--- src/rtl/ooo_reg_scoreboard.sv ---
// ooo_reg_scoreboard: per-architectural-register busy/tag table in decode.
// Marks rd busy with its ROB tag at dispatch and clears it when the matching
// tag commits. Lookups for rs1/rs2/rd are combinational from registered state.
// Optional macro SCOREBOARD_BYPASS_EN: a lookup that hits a same-cycle matching
// commit reads not-busy, saving one stall cycle at commit.
module ooo_reg_scoreboard #(
  parameter int NUM_REGS = 32,
  parameter int REG_W    = 5,
  parameter int TAG_W    = 5
) (
  input  logic             CLK,
  input  logic             RST,
  input  logic [REG_W-1:0] rs1,
  input  logic [REG_W-1:0] rs2,
  input  logic [REG_W-1:0] rd,
  input  logic             dispatch_en,
  input  logic             dispatch_wen,
  input  logic [TAG_W-1:0] dispatch_tag,
  input  logic             commit_valid,
  input  logic             commit_wen,
  input  logic [REG_W-1:0] commit_rd,
  input  logic [TAG_W-1:0] commit_tag,
  input  logic             flush,
  output logic             rs1_busy,
  output logic             rs2_busy,
  output logic             rd_busy,
  output logic [TAG_W-1:0] rs1_tag,
  output logic [TAG_W-1:0] rs2_tag,
  output logic [REG_W:0]   busy_count,
  output logic             none_busy
);

  // Entry 0 exists only so lookups can index directly; it is forced to 0.
  logic [NUM_REGS-1:0]            busy_q, busy_d;
  logic [NUM_REGS-1:0][TAG_W-1:0] tag_q, tag_d;
  logic [REG_W:0]                 busy_count_q, busy_count_d;

  logic set_en, clr_en, inc, dec;
  logic byp_rs1, byp_rs2, byp_rd;

  assign set_en = dispatch_en && dispatch_wen && (rd != '0);
  assign clr_en = commit_valid && commit_wen && (commit_rd != '0) &&
                  busy_q[commit_rd] && (tag_q[commit_rd] == commit_tag);
  // A set of an already-busy reg adds nothing; a clear overridden by a set
  // of the same reg removes nothing.
  assign inc    = set_en && !busy_q[rd];
  assign dec    = clr_en && !(set_en && (rd == commit_rd));

`ifdef SCOREBOARD_BYPASS_EN
  assign byp_rs1 = clr_en && (rs1 == commit_rd);
  assign byp_rs2 = clr_en && (rs2 == commit_rd);
  assign byp_rd  = clr_en && (rd  == commit_rd);
`else
  assign byp_rs1 = 1'b0;
  assign byp_rs2 = 1'b0;
  assign byp_rd  = 1'b0;
`endif

  // Next-state: flush beats everything; within a cycle the set is applied
  // after the clear so a same-reg set wins.
  always_comb begin
    busy_d       = busy_q;
    tag_d        = tag_q;
    busy_count_d = busy_count_q;
    if (flush) begin
      busy_d       = '0;
      busy_count_d = '0;
    end else begin
      if (clr_en) busy_d[commit_rd] = 1'b0;
      if (set_en) begin
        busy_d[rd] = 1'b1;
        tag_d[rd]  = dispatch_tag;
      end
      busy_count_d = busy_count_q + {{REG_W{1'b0}}, inc} - {{REG_W{1'b0}}, dec};
    end
    busy_d[0] = 1'b0;
    tag_d[0]  = '0;
  end

  // State registers with asynchronous reset.
  always_ff @(posedge CLK or posedge RST) begin
    if (RST) begin
      busy_q       <= '0;
      tag_q        <= '0;
      busy_count_q <= '0;
    end else begin
      busy_q       <= busy_d;
      tag_q        <= tag_d;
      busy_count_q <= busy_count_d;
    end
  end

  assign rs1_busy   = busy_q[rs1] && !byp_rs1;
  assign rs2_busy   = busy_q[rs2] && !byp_rs2;
  assign rd_busy    = busy_q[rd]  && !byp_rd;
  assign rs1_tag    = tag_q[rs1];
  assign rs2_tag    = tag_q[rs2];
  assign busy_count = busy_count_q;
  assign none_busy  = (busy_count_q == '0);

  // Counter stays within [0, NUM_REGS-1].
  a_cnt_max: assert property (@(posedge CLK) disable iff (RST)
    busy_count_q <= (REG_W+1)'(NUM_REGS-1));
  a_cnt_underflow: assert property (@(posedge CLK) disable iff (RST)
    !(flush == 1'b0 && dec && !inc && busy_count_q == '0));

endmodule
--- config.mk ---
export PLATFORM = sky130hd
export DESIGN_NAME = ooo_reg_scoreboard
export DESIGN_NICKNAME = d
export VERILOG_FILES = /design/src/rtl/ooo_reg_scoreboard.sv
export SDC_FILE = /design/constraint.sdc
export NUM_CORES = 1
export LEC_CHECK = 0
export ABC_AREA = 1
export CORE_AREA = 4 4 201 203
export CTS_CLUSTER_SIZE = 12
export DETAILED_ROUTE_END_ITERATION = 10
export DIE_AREA = 0 0 205 207
export PLACE_DENSITY = 0.47
export SLEW_MARGIN = 20
export SYNTH_ARGS = -nofsm -noshare
export SYNTH_HDL_FRONTEND = slang
export SYNTH_SLANG_ARGS = --single-unit
--- constraint.sdc ---
create_clock -name CLK -period 9.6 [get_ports CLK]
set_input_delay 1.92 -clock CLK [delete_from_list [all_inputs] [get_ports CLK]]
set_output_delay 1.92 -clock CLK [all_outputs]
set_load 0.03 [all_outputs]
==> impl_metrics.csv, run 1 <==
group,metric,value,unit
finish,nets,2078,
clock_network,clock_latency,0.46,ns
clock_network,cts_tree,"done",
logic_synthesis,synth_top_family_by_area,"simple AND/OR/NAND/NOR gates",
logic_synthesis,netlist.area_leader.share,0.3591,
worst_setup_path,path_class,"in -> out",
grt,grt_pass1_wl,89600,um
timing,tns,0,ns
worst_setup_path,slowest_stage,"nor2_1",
worst_setup_path,cp_top_family,"buffers and inverters",
worst_setup_path,cp.required,7.68,ns
placement,gp_congestion,0.9295,
finish,drive_above_1_share,0.04548,
route,postRouteAntennaNets,0,
logic_synthesis,synth_top_cell_by_area,"dfrtp_1",
logic_synthesis,synth_top_cells_by_area,"dfrtp_1 36%, nand2_1 19%, o21ai_0 14%",
grt,grt_overflow,0,
logic_synthesis,synth_compound_area_frac,0.2377,
grt,grt_max_degree,123,
logic_synthesis,synth_fa_ha_area_frac,0.008979,
logic_synthesis,synth.most_common_cell,"nand2_1",
clock_network,htreeDepth,4,
logic_synthesis,synth.avg_cell_area,6.398,um^2
logic_synthesis,synth-simple-area-share,0.3096,
die,die_h,207,um
timing,finalCriticalPeriod,7.308,ns
clock_network,cts.sinks,192,
route,dr.first_iter.drc_count,2042,
logic_synthesis,synth-main-ff-cell,"dfrtp_1",
logic_synthesis,async_reset_ff_frac,1.000,
logic_synthesis,synth_xor_area_frac,0.003928,
timing,finalHoldViolCount,0,
timing,fmax,136.8,MHz
worst_setup_path,worst_setup_path_start_kind,"primary input",
logic_synthesis,netlist_area,0.01338,mm^2
route,vias,14640,
die,coreArea,0.03847,mm^2
die,ioPinCount,57,
timing,finalSetupViolCount,0,
logic_synthesis,synth_cell_types,39,
pwr,p_total,0.002208,W
logic_synthesis,syn_inst,2091,
route,wl_per_cell,23.42,um
logic_synthesis,synth-seq-cells,192,
pwr,power_leakage,6.535,nW
clock_network,post_cts_buffers,0,
finish,fillers,4193,
placement,numPortBuffers,56,
timing,report.final.slew_viol_count,0,
clock_network,path_clk_slew,0.08,ns
clock_network,postCtsHoldBufs,0,
placement,dpl.hpwl,39350,um
logic_synthesis,synth_warnings,0,
clock_network,cts-root-buf,"clkbuf_16",
worst_setup_path,critical_path.max_fanout,9,
die,die_w,205,um
job,maxCapViolations,0,
grt,antenna_found_initial,0,
finish,n_antenna_cell,0,
worst_setup_path,max_stage_delay,0.73,ns
grt,grt_util_all_layers,0.2785,
worst_hold_path,hp-class,"reg -> reg",
die,start_util,0.3478,
die,placementRows,72,
timing,rsz0062_at_grt,"no",
timing,relSlewSlack,0.2293,
finish,post-route-util,0.3835,
placement,placed_cells,2531,
die,die_area,0.04244,mm^2
clock_network,cts_buffers,17,
worst_setup_path,worstPathCellList,"clkdlybuf4s50_1 > inv_1 > nor2_1 > clkinv_1 > o221ai_1 > nand3_1 > nand2_1 > inv_1 > nand3_1 > clkdlybuf4s50_1",
route,routed_wl,60040,um
worst_setup_path,worstPathArrival,5.39,ns
pwr,vdd_ir_drop_max,0.1130,mV
timing,fin_skew,0.01406,ns
worst_setup_path,crit_path_end_kind,"output port",
logic_synthesis,synth_nets,2137,
route,avgViaCountPerCell,5.712,
finish,instances_no_fill,2563,
grt,grt_pass1_vias,13530,
clock_network,clk_path_buf_depth,2,
run_status,status,"complete, no violations",
logic_synthesis,synth_common_cells,"687 x nand2_1, 372 x o21ai_0, 229 x nor2_1",
pwr,power_density,149.7,mW/mm^2
route,drcViolationCount,0,
route,first_pass_iters,6,
finish,area.growth.synth_to_final,10.28,%
timing,worstMarginPinSlew,1.156,ns
clock_network,post_cts_resized,0,
logic_synthesis,yosysSeqAreaShare,0.3591,
logic_synthesis,synth_edf_count,0,
finish,seq_area,0.004805,mm^2
logic_synthesis,muxShareOfSynthArea,0,
worst_setup_path,critical_path_buf_inv_count,5,
finish,multi_input_area,0.007501,mm^2
timing,min_period_over_period,0.7613,
-- path summary, 6_finish.rpt --
kind / start / endpoint / slack [ns] / cells past startpoint
worst max-delay path: rd[1] / rd_busy / 2.29 / 10
worst min-delay path: tag_q[24]$_DFFE_PP0P_ / tag_q[24]$_DFFE_PP0P_ / 0.49 / 2
worst max register to register: tag_q[80]$_DFFE_PP0P_ / busy_count[5]$_DFF_PP0_ / 6.03 / 26
worst min register to register: tag_q[24]$_DFFE_PP0P_ / tag_q[24]$_DFFE_PP0P_ / 0.49 / 2
max in group asynchronous: RST / tag_q[83]$_DFFE_PP0P_ / 6.01 / 3
min in group asynchronous: RST / tag_q[68]$_DFFE_PP0P_ / 2.07 / 2
-- layer usage --
layer / wire length [um] / global-route usage / up-vias / share of wire
met1: 26680 / 0.4020 / 6995 / 0.44
met3: 4816 / 0.04629 / 134 / 0.080
met2: 26460 / 0.4233 / 724 / 0.44
met4: 2080 / 0.09471 / 0 / 0.035
li1: - / - / 6787 / -
met5: 0 / 0 / - / 0
-- through the flow --
stage / hold slack (ns) / instance area, um^2 / setup slack [ns]
after floorplan: 0.4530 / 13380 / 2.453
after global placement: 0.4728 / 14120 / 2.228
after detailed placement: 0.4775 / 14120 / 2.416
final: 0.4923 / 14750 / 2.292
after CTS: 0.4974 / 14750 / 2.407
after global routing: 0.5359 / 14750 / 2.211
-- tightest hold or removal path, delay by kind of cell, from the launching register on --
| kind | cells | cell delay [ns] |
|---|---|---|
| AO/OA/AOI/OAI | 1 | 0.06 |
| flip-flops | 1 | 0.35 |
| AND/OR/NAND/NOR | 1 | 0.05 |
-- power breakdown --
group	total (W)	leakage (nW)	switching [W]	internal, W
clock network	0.000793	0.305	0.000362	0.000431
logic	0.000478	3.62	0.000327	0.000150
registers	0.000938	2.61	0.0000699	0.000868
-- sequential cells by signal, indices dropped and copies added, names as in the netlist --
register    cells
busy_count      6
tag_q         155
busy_q         31
-- final cells by class --
class                   count  share of cell area
well taps                 518             0.04393
flip-flops and latches    192              0.3257
multi-input cells        1624              0.5084
repair buffers             80             0.04919
clock buffers              19             0.03070
clock inverters            13             0.01170
inverters                 117             0.03036
-- cells in the final DEF (no fill, tap or decap), types with 6 or more instances in the layout --
| cell type | synthesis | layout |
|---|---|---|
| nand2_1 | 687 | 687 |
| o21ai_0 | 372 | 372 |
| nor2_1 | 229 | 228 |
| dfrtp_1 | 192 | 192 |
| inv_1 | 103 | 100 |
| nand3_1 | 84 | 84 |
| a21oi_1 | 76 | 76 |
| clkdlybuf4s50_1 | 0 | 50 |
| o221ai_1 | 37 | 37 |
| buf_4 | 4 | 24 |
| o21ai_1 | 22 | 22 |
| o211ai_1 | 21 | 21 |
| o22ai_1 | 18 | 18 |
| clkbuf_16 | 0 | 17 |
| a31oi_1 | 15 | 15 |
| inv_2 | 6 | 10 |
| a32oi_1 | 8 | 8 |
| ha_1 | 8 | 8 |
| nor4_2 | 6 | 6 |
-- cells by family (layout without fill, tap and decap cells) --
kind of cell / Yosys count / after routing
and+or+nand+nor: 1031 / 1031
AOI/OAI and AO/OA: 578 / 578
buffers and inverters: 275 / 229
DFF: 192 / 192
adders and majority gates: 9 / 9
xor gates and xnor gates: 6 / 6
Power figures use the tool's default switching activity.
==> inputs of run 2 (changes only) <==
==> constraint.sdc (replaced) <==
create_clock -name CLK -period 7.3 [get_ports CLK]
set_input_delay 1.46 -clock CLK [delete_from_list [all_inputs] [get_ports CLK]]
set_output_delay 1.46 -clock CLK [all_outputs]
set_load 0.03 [all_outputs]
==> run 2 against run 1 <==
Effect of this change:
- design area up 0.15%
- first-iteration DRC count is 21% lower
- hold slack gained 0.00077 ns
- clock skew barely moved
- clock power is 23% higher
- final cell count is 0.31% higher
- largest power group unchanged
==> impl_metrics.csv, run 2 (synthesis gave the netlist of run 1 again) <==
group,metric,value,unit
run_status,status,"complete, no violations",
clock_network,cts.sinks,192,
die,start_util,0.3478,
finish,drive_above_1_share,0.04725,
clock_network,post_cts_buffers,0,
clock_network,postCtsHoldBufs,0,
worst_setup_path,path_class,"in -> out",
die,placementRows,72,
worst_setup_path,critical_path.max_fanout,18,
clock_network,clock_latency,0.48,ns
finish,fin_area,0.01478,mm^2
worst_setup_path,worst_setup_path_start_kind,"primary input",
grt,grt_pass1_vias,13900,
grt,grt_util_all_layers,0.2785,
placement,dpl.hpwl,40470,um
worst_hold_path,hp-class,"reg -> reg",
job,maxCapViolations,0,
route,drcViolationCount,0,
timing,finalHoldViolCount,0,
finish,nets,2086,
grt,grt_max_degree,86,
timing,fmax,169.2,MHz
finish,largest_reg_flops,155,
clock_network,cts-root-buf,"clkbuf_16",
worst_setup_path,worstPathCellList,"clkdlybuf4s50_1 > clkinv_1 > a21oi_1 > o21ai_0 > a32oi_1 > clkdlybuf4s50_1",
placement,gp_congestion,0.9396,
timing,finalCriticalPeriod,5.911,ns
placement,dpl_cell_area,0.01419,mm^2
die,coreArea,0.03847,mm^2
clock_network,post_cts_resized,0,
grt,grt_overflow,0,
grt,grt_pass1_wl,89770,um
pwr,p_total,0.002832,W
worst_setup_path,slowest_stage,"clkdlybuf4s50_1",
clock_network,clk_path_buf_depth,2,
timing,worstMarginPinSlew,1.127,ns
clock_network,htreeDepth,4,
grt,antenna_found_initial,0,
worst_setup_path,cp.required,5.84,ns
die,die_h,207,um
pwr,power_density,191.7,mW/mm^2
worst_setup_path,critical_path_buf_inv_count,3,
pwr,vdd_ir_drop_max,0.1859,mV
worst_setup_path,cp_top_family,"buffers and inverters",
timing,rsz0062_at_grt,"no",
route,first_pass_iters,5,
timing,fin_skew,0.01410,ns
route,dr.first_iter.drc_count,1611,
worst_setup_path,worstPathArrival,4.45,ns
timing,finalSetupViolCount,0,
pwr,power_leakage,6.556,nW
clock_network,cts_tree,"done",
timing,relSlewSlack,0.2490,
die,ioPinCount,57,
timing,report.final.slew_viol_count,0,
clock_network,path_clk_slew,0.08,ns
route,routed_wl,59560,um
die,die_w,205,um
route,avgViaCountPerCell,5.683,
finish,final_common_cell,"nand2_1",
clock_network,cts_buffers,17,
worst_setup_path,crit_path_end_kind,"output port",
finish,top_register,"tag_q",
finish,post-route-util,0.3841,
finish,n_antenna_cell,0,
route,vias,14610,
finish,area.growth.synth_to_final,10.45,%
route,wl_per_cell,23.16,um
finish,layout_common_cells,"687 x nand2_1, 372 x o21ai_0, 229 x nor2_1",
timing,min_period_over_period,0.8097,
timing,tns,0,ns
worst_setup_path,worst_path_most_repeated_cell,"clkdlybuf4s50_1",
route,postRouteAntennaNets,0,
die,die_area,0.04244,mm^2
worst_setup_path,max_stage_delay,0.77,ns
placement,numPortBuffers,56,
## run 2: cell types whose count changed in the layout (fill, tap and decap cells not counted), sizes merged
cell,delta
clkinvlp,-2
inv,-2
buf,+8
clkinv,+6
bufinv,-2
## run 2: path summary, 6_finish.rpt
kind                                      endpoint  depth (start not counted)                   from  slack [ns]
max                                     rs2_tag[3]                          6                 rs2[3]        1.39
min                          tag_q[20]$_DFFE_PP0P_                          2  tag_q[20]$_DFFE_PP0P_        0.49
max reg2reg                busy_count[5]$_DFF_PP0_                         26  tag_q[81]$_DFFE_PP0P_        4.04
min reg2reg                  tag_q[20]$_DFFE_PP0P_                          2  tag_q[20]$_DFFE_PP0P_        0.49
max in group asynchronous  busy_count[3]$_DFF_PP0_                          3                    RST        4.51
min in group asynchronous    tag_q[20]$_DFFE_PP0P_                          2                    RST        1.41
## run 2: metal layers
| metal | global-route usage | wire [um] | vias up |
|---|---|---|---|
| met5 | 0 | 0 | - |
| met4 | 0.1005 | 2081 | 0 |
| met3 | 0.04864 | 4245 | 124 |
| met2 | 0.4323 | 26830 | 656 |
| met1 | 0.3905 | 26400 | 7013 |
| li1 | - | - | 6817 |
## run 2: cell type report
cell class / instances / area [um^2]
Clock buffer: 19 / 432.9
Tap cell: 518 / 648.1
Fill cell: 4188 / 23690
Inverter: 117 / 447.9
Sequential cell: 192 / 4805
Clock inverter: 13 / 150.1
Multi-Input combinational cell: 1624 / 7493
Timing Repair Buffer: 88 / 798.3
## run 2: power breakdown
part / total (W) / switching (W) / internal, W
registers: 0.00124 / 0.0000948 / 0.00114
logic: 0.000624 / 0.000423 / 0.000200
clock network: 0.000972 / 0.000489 / 0.000484
## run 2: worst register-to-register path, delay by kind of cell (launching register included)
kind	cells	cell delay [ns]
AND/OR/NAND/NOR	17	1.59
AO/OA/AOI/OAI	3	0.45
flip-flops	1	0.44
adder cells (fa/ha/maj)	2	0.35
buffers and inverters	3	0.15
XOR/XNOR	1	0.13
## run 2: through the flow
| step | std cells | hold WS, ns | setup slack, ns |
|---|---|---|---|
| after floorplan | 2091 | 0.4530 | 0.6128 |
| after global placement | 2539 | 0.4704 | 1.473 |
| after detailed placement | 2539 | 0.4764 | 1.431 |
| after CTS | 2571 | 0.4966 | 1.412 |
| after global routing | 2571 | 0.5444 | 1.119 |
| final | 2571 | 0.4930 | 1.389 |
==> inputs of run 3 (changes only) <==
--- a/config.mk
+++ b/config.mk
@@ -10,7 +10,7 @@
 export CTS_CLUSTER_SIZE = 12
 export DETAILED_ROUTE_END_ITERATION = 10
 export DIE_AREA = 0 0 205 207
-export PLACE_DENSITY = 0.47
+export PLACE_DENSITY = 0.49
 export SLEW_MARGIN = 20
 export SYNTH_ARGS = -nofsm -noshare
 export SYNTH_HDL_FRONTEND = slang
==> constraint.sdc (replaced) <==
create_clock -name CLK -period 5.3 [get_ports CLK]
set_input_delay 1.06 -clock CLK [delete_from_list [all_inputs] [get_ports CLK]]
set_output_delay 1.06 -clock CLK [all_outputs]
set_load 0.03 [all_outputs]
==> run 3 against run 2 <==
Effect of this change:
- clock skew is 0.00071 ns higher
- largest power group unchanged
- final cell count is 1.2% higher
- count of clock-buffer cells in the layout is 2 lower
- non-clock buffer count is 30 higher
- register-to-register slack worse by 1.9 ns
- hold slack better by 0.0028 ns
- worst setup slack worse by 0.83 ns
- via count is 1.3% higher
- first-iteration DRC count is 8.6% higher
- sequential power is 36% higher
- total power is 39% higher
==> impl_metrics.csv, run 3 (synthesis gave the netlist of run 1 again) <==
group,metric,value,unit
finish,post-route-util,0.3944,
timing,hold_slack,0.4958,ns
timing,finalHoldViolCount,0,
route,dr.first_iter.drc_count,1749,
placement,gp_congestion,0.9234,
grt,grt_max_degree,153,
grt,use_met3,0.04942,
timing,fmax,211.1,MHz
clock_network,cts_tree,"done",
route,first_pass_iters,8,
grt,grt_pass1_vias,13870,
placement,dpl.hpwl,40650,um
clock_network,clk_path_buf_depth,2,
die,placementRows,72,
clock_network,post_cts_buffers,0,
clock_network,post_cts_resized,0,
placement,numPortBuffers,56,
clock_network,cts-root-buf,"clkbuf_16",
timing,report.final.slew_viol_count,0,
grt,grtUsageMet2,0.4259,
die,coreArea,0.03847,mm^2
job,maxCapViolations,0,
clock_network,clock_latency,0.47,ns
route,vias,14800,
run_status,status,"complete, no violations",
timing,finalSetupViolCount,0,
route,avgViaCountPerCell,5.688,
timing,rsz0062_at_grt,"no",
pwr,power_leakage,6.767,nW
grt,busiest_layer,"met2",
finish,layout_common_cells,"687 x nand2_1, 372 x o21ai_0, 229 x nor2_1",
grt,grt_pass1_wl,89110,um
finish,top_register,"tag_q",
worst_setup_path,path_class,"in -> out",
pwr,vdd_ir_drop_max,0.1884,mV
clock_network,cts_buffers,17,
grt,grt_overflow,0,
clock_network,postCtsHoldBufs,0,
timing,worstMarginPinSlew,1.161,ns
timing,relSlewSlack,0.2250,
grt,antenna_found_initial,0,
route,postRouteAntennaNets,0,
die,die_h,207,um
route,routed_wl,59330,um
finish,drive_above_1_share,0.06673,
finish,largest_reg_flops,155,
worst_setup_path,worstPathArrival,3.68,ns
timing,finalCriticalPeriod,4.738,ns
route,drcViolationCount,0,
finish,nets,2116,
grt,grt_util_all_layers,0.2765,
worst_setup_path,crit_path_end_kind,"output port",
worst_setup_path,cp.required,4.24,ns
clock_network,cts.sinks,192,
die,start_util,0.3478,
timing,tns,0,ns
die,die_area,0.04244,mm^2
die,ioPinCount,57,
finish,final_common_cell,"nand2_1",
route,wl_per_cell,22.80,um
clock_network,path_clk_slew,0.08,ns
grt,gr-usage-met1,0.3928,
finish,area.growth.synth_to_final,13.40,%
pwr,power_density,258.6,mW/mm^2
finish,instances_no_fill,2602,
clock_network,htreeDepth,4,
placement,placed_cells,2569,
worst_setup_path,worst_setup_path_start_kind,"primary input",
worst_hold_path,hp-class,"reg -> reg",
worst_setup_path,critical_path.max_fanout,9,
die,die_w,205,um
timing,min_period_over_period,0.8939,
timing,fin_skew,0.01481,ns
run 3: cell types whose count changed in the layout (fill, tap and decap cells not counted), sizes merged:
cell           change
buf               +42
clkbuf             -2
clkinvlp           +6
diode              +1
clkinv             -4
clkdlybuf4s50     -12
run 3: final timing paths:
| kind | from | endpoint | slack (ns) | cells past startpoint |
|---|---|---|---|---|
| worst min register to register | tag_q[30]$_DFFE_PP0P_ | tag_q[30]$_DFFE_PP0P_ | 0.50 | 2 |
| worst min-delay path | tag_q[30]$_DFFE_PP0P_ | tag_q[30]$_DFFE_PP0P_ | 0.50 | 2 |
| worst max-delay path | rd[1] | rd_busy | 0.56 | 11 |
| max in group asynchronous | RST | busy_count[0]$_DFF_PP0_ | 3.35 | 3 |
| min in group asynchronous | RST | tag_q[21]$_DFFE_PP0P_ | 1.13 | 3 |
| worst max register to register | tag_q[90]$_DFFE_PP0P_ | busy_count[5]$_DFF_PP0_ | 2.11 | 25 |
run 3: layout make-up:
class / count / area [um^2]
sequential: 192 / 4805
timing repair buffer: 118 / 1219
clock buffer: 17 / 425.4
tap: 518 / 648.1
clock inverter: 15 / 135.1
antenna: 1 / 2.502
inverter: 117 / 442.9
multi-input combinational: 1624 / 7493
fill: 4153 / 23300
run 3: layer usage:
layer	wire (um)	vias to the layer above
met5	0	-
met4	1876	0
met3	5039	119
met2	26460	757
met1	25960	7056
li1	-	6867
run 3: report_power, final:
group          switching [W]  total [W]  internal [W]
clock               0.000657    0.00131      0.000653
combinational       0.000608   0.000926      0.000317
sequential          0.000115    0.00169       0.00157
run 3: stage by stage:
stage	total power [W]	setup slack [ns]	instance area (um^2)
after floorplan	0.002233	1.407	13380
after global placement	0.002624	0.5550	14610
after detailed placement	0.002629	0.5235	14610
after CTS	0.003937	0.5732	15170
after global routing	0.004112	0.4584	15170
final	0.003923	0.5623	15170
run 3: worst max-delay path: stages:
cell and delay, ns:
clkdlybuf4s50_1 0.56, inv_1 0.07, nor2_1 0.09, buf_4 0.18, clkinv_1 0.31, o221ai_1 0.41
nand4_1 0.13, nand2_1 0.08, nor2_1 0.05, nand3_1 0.07, clkdlybuf4s50_1 0.67
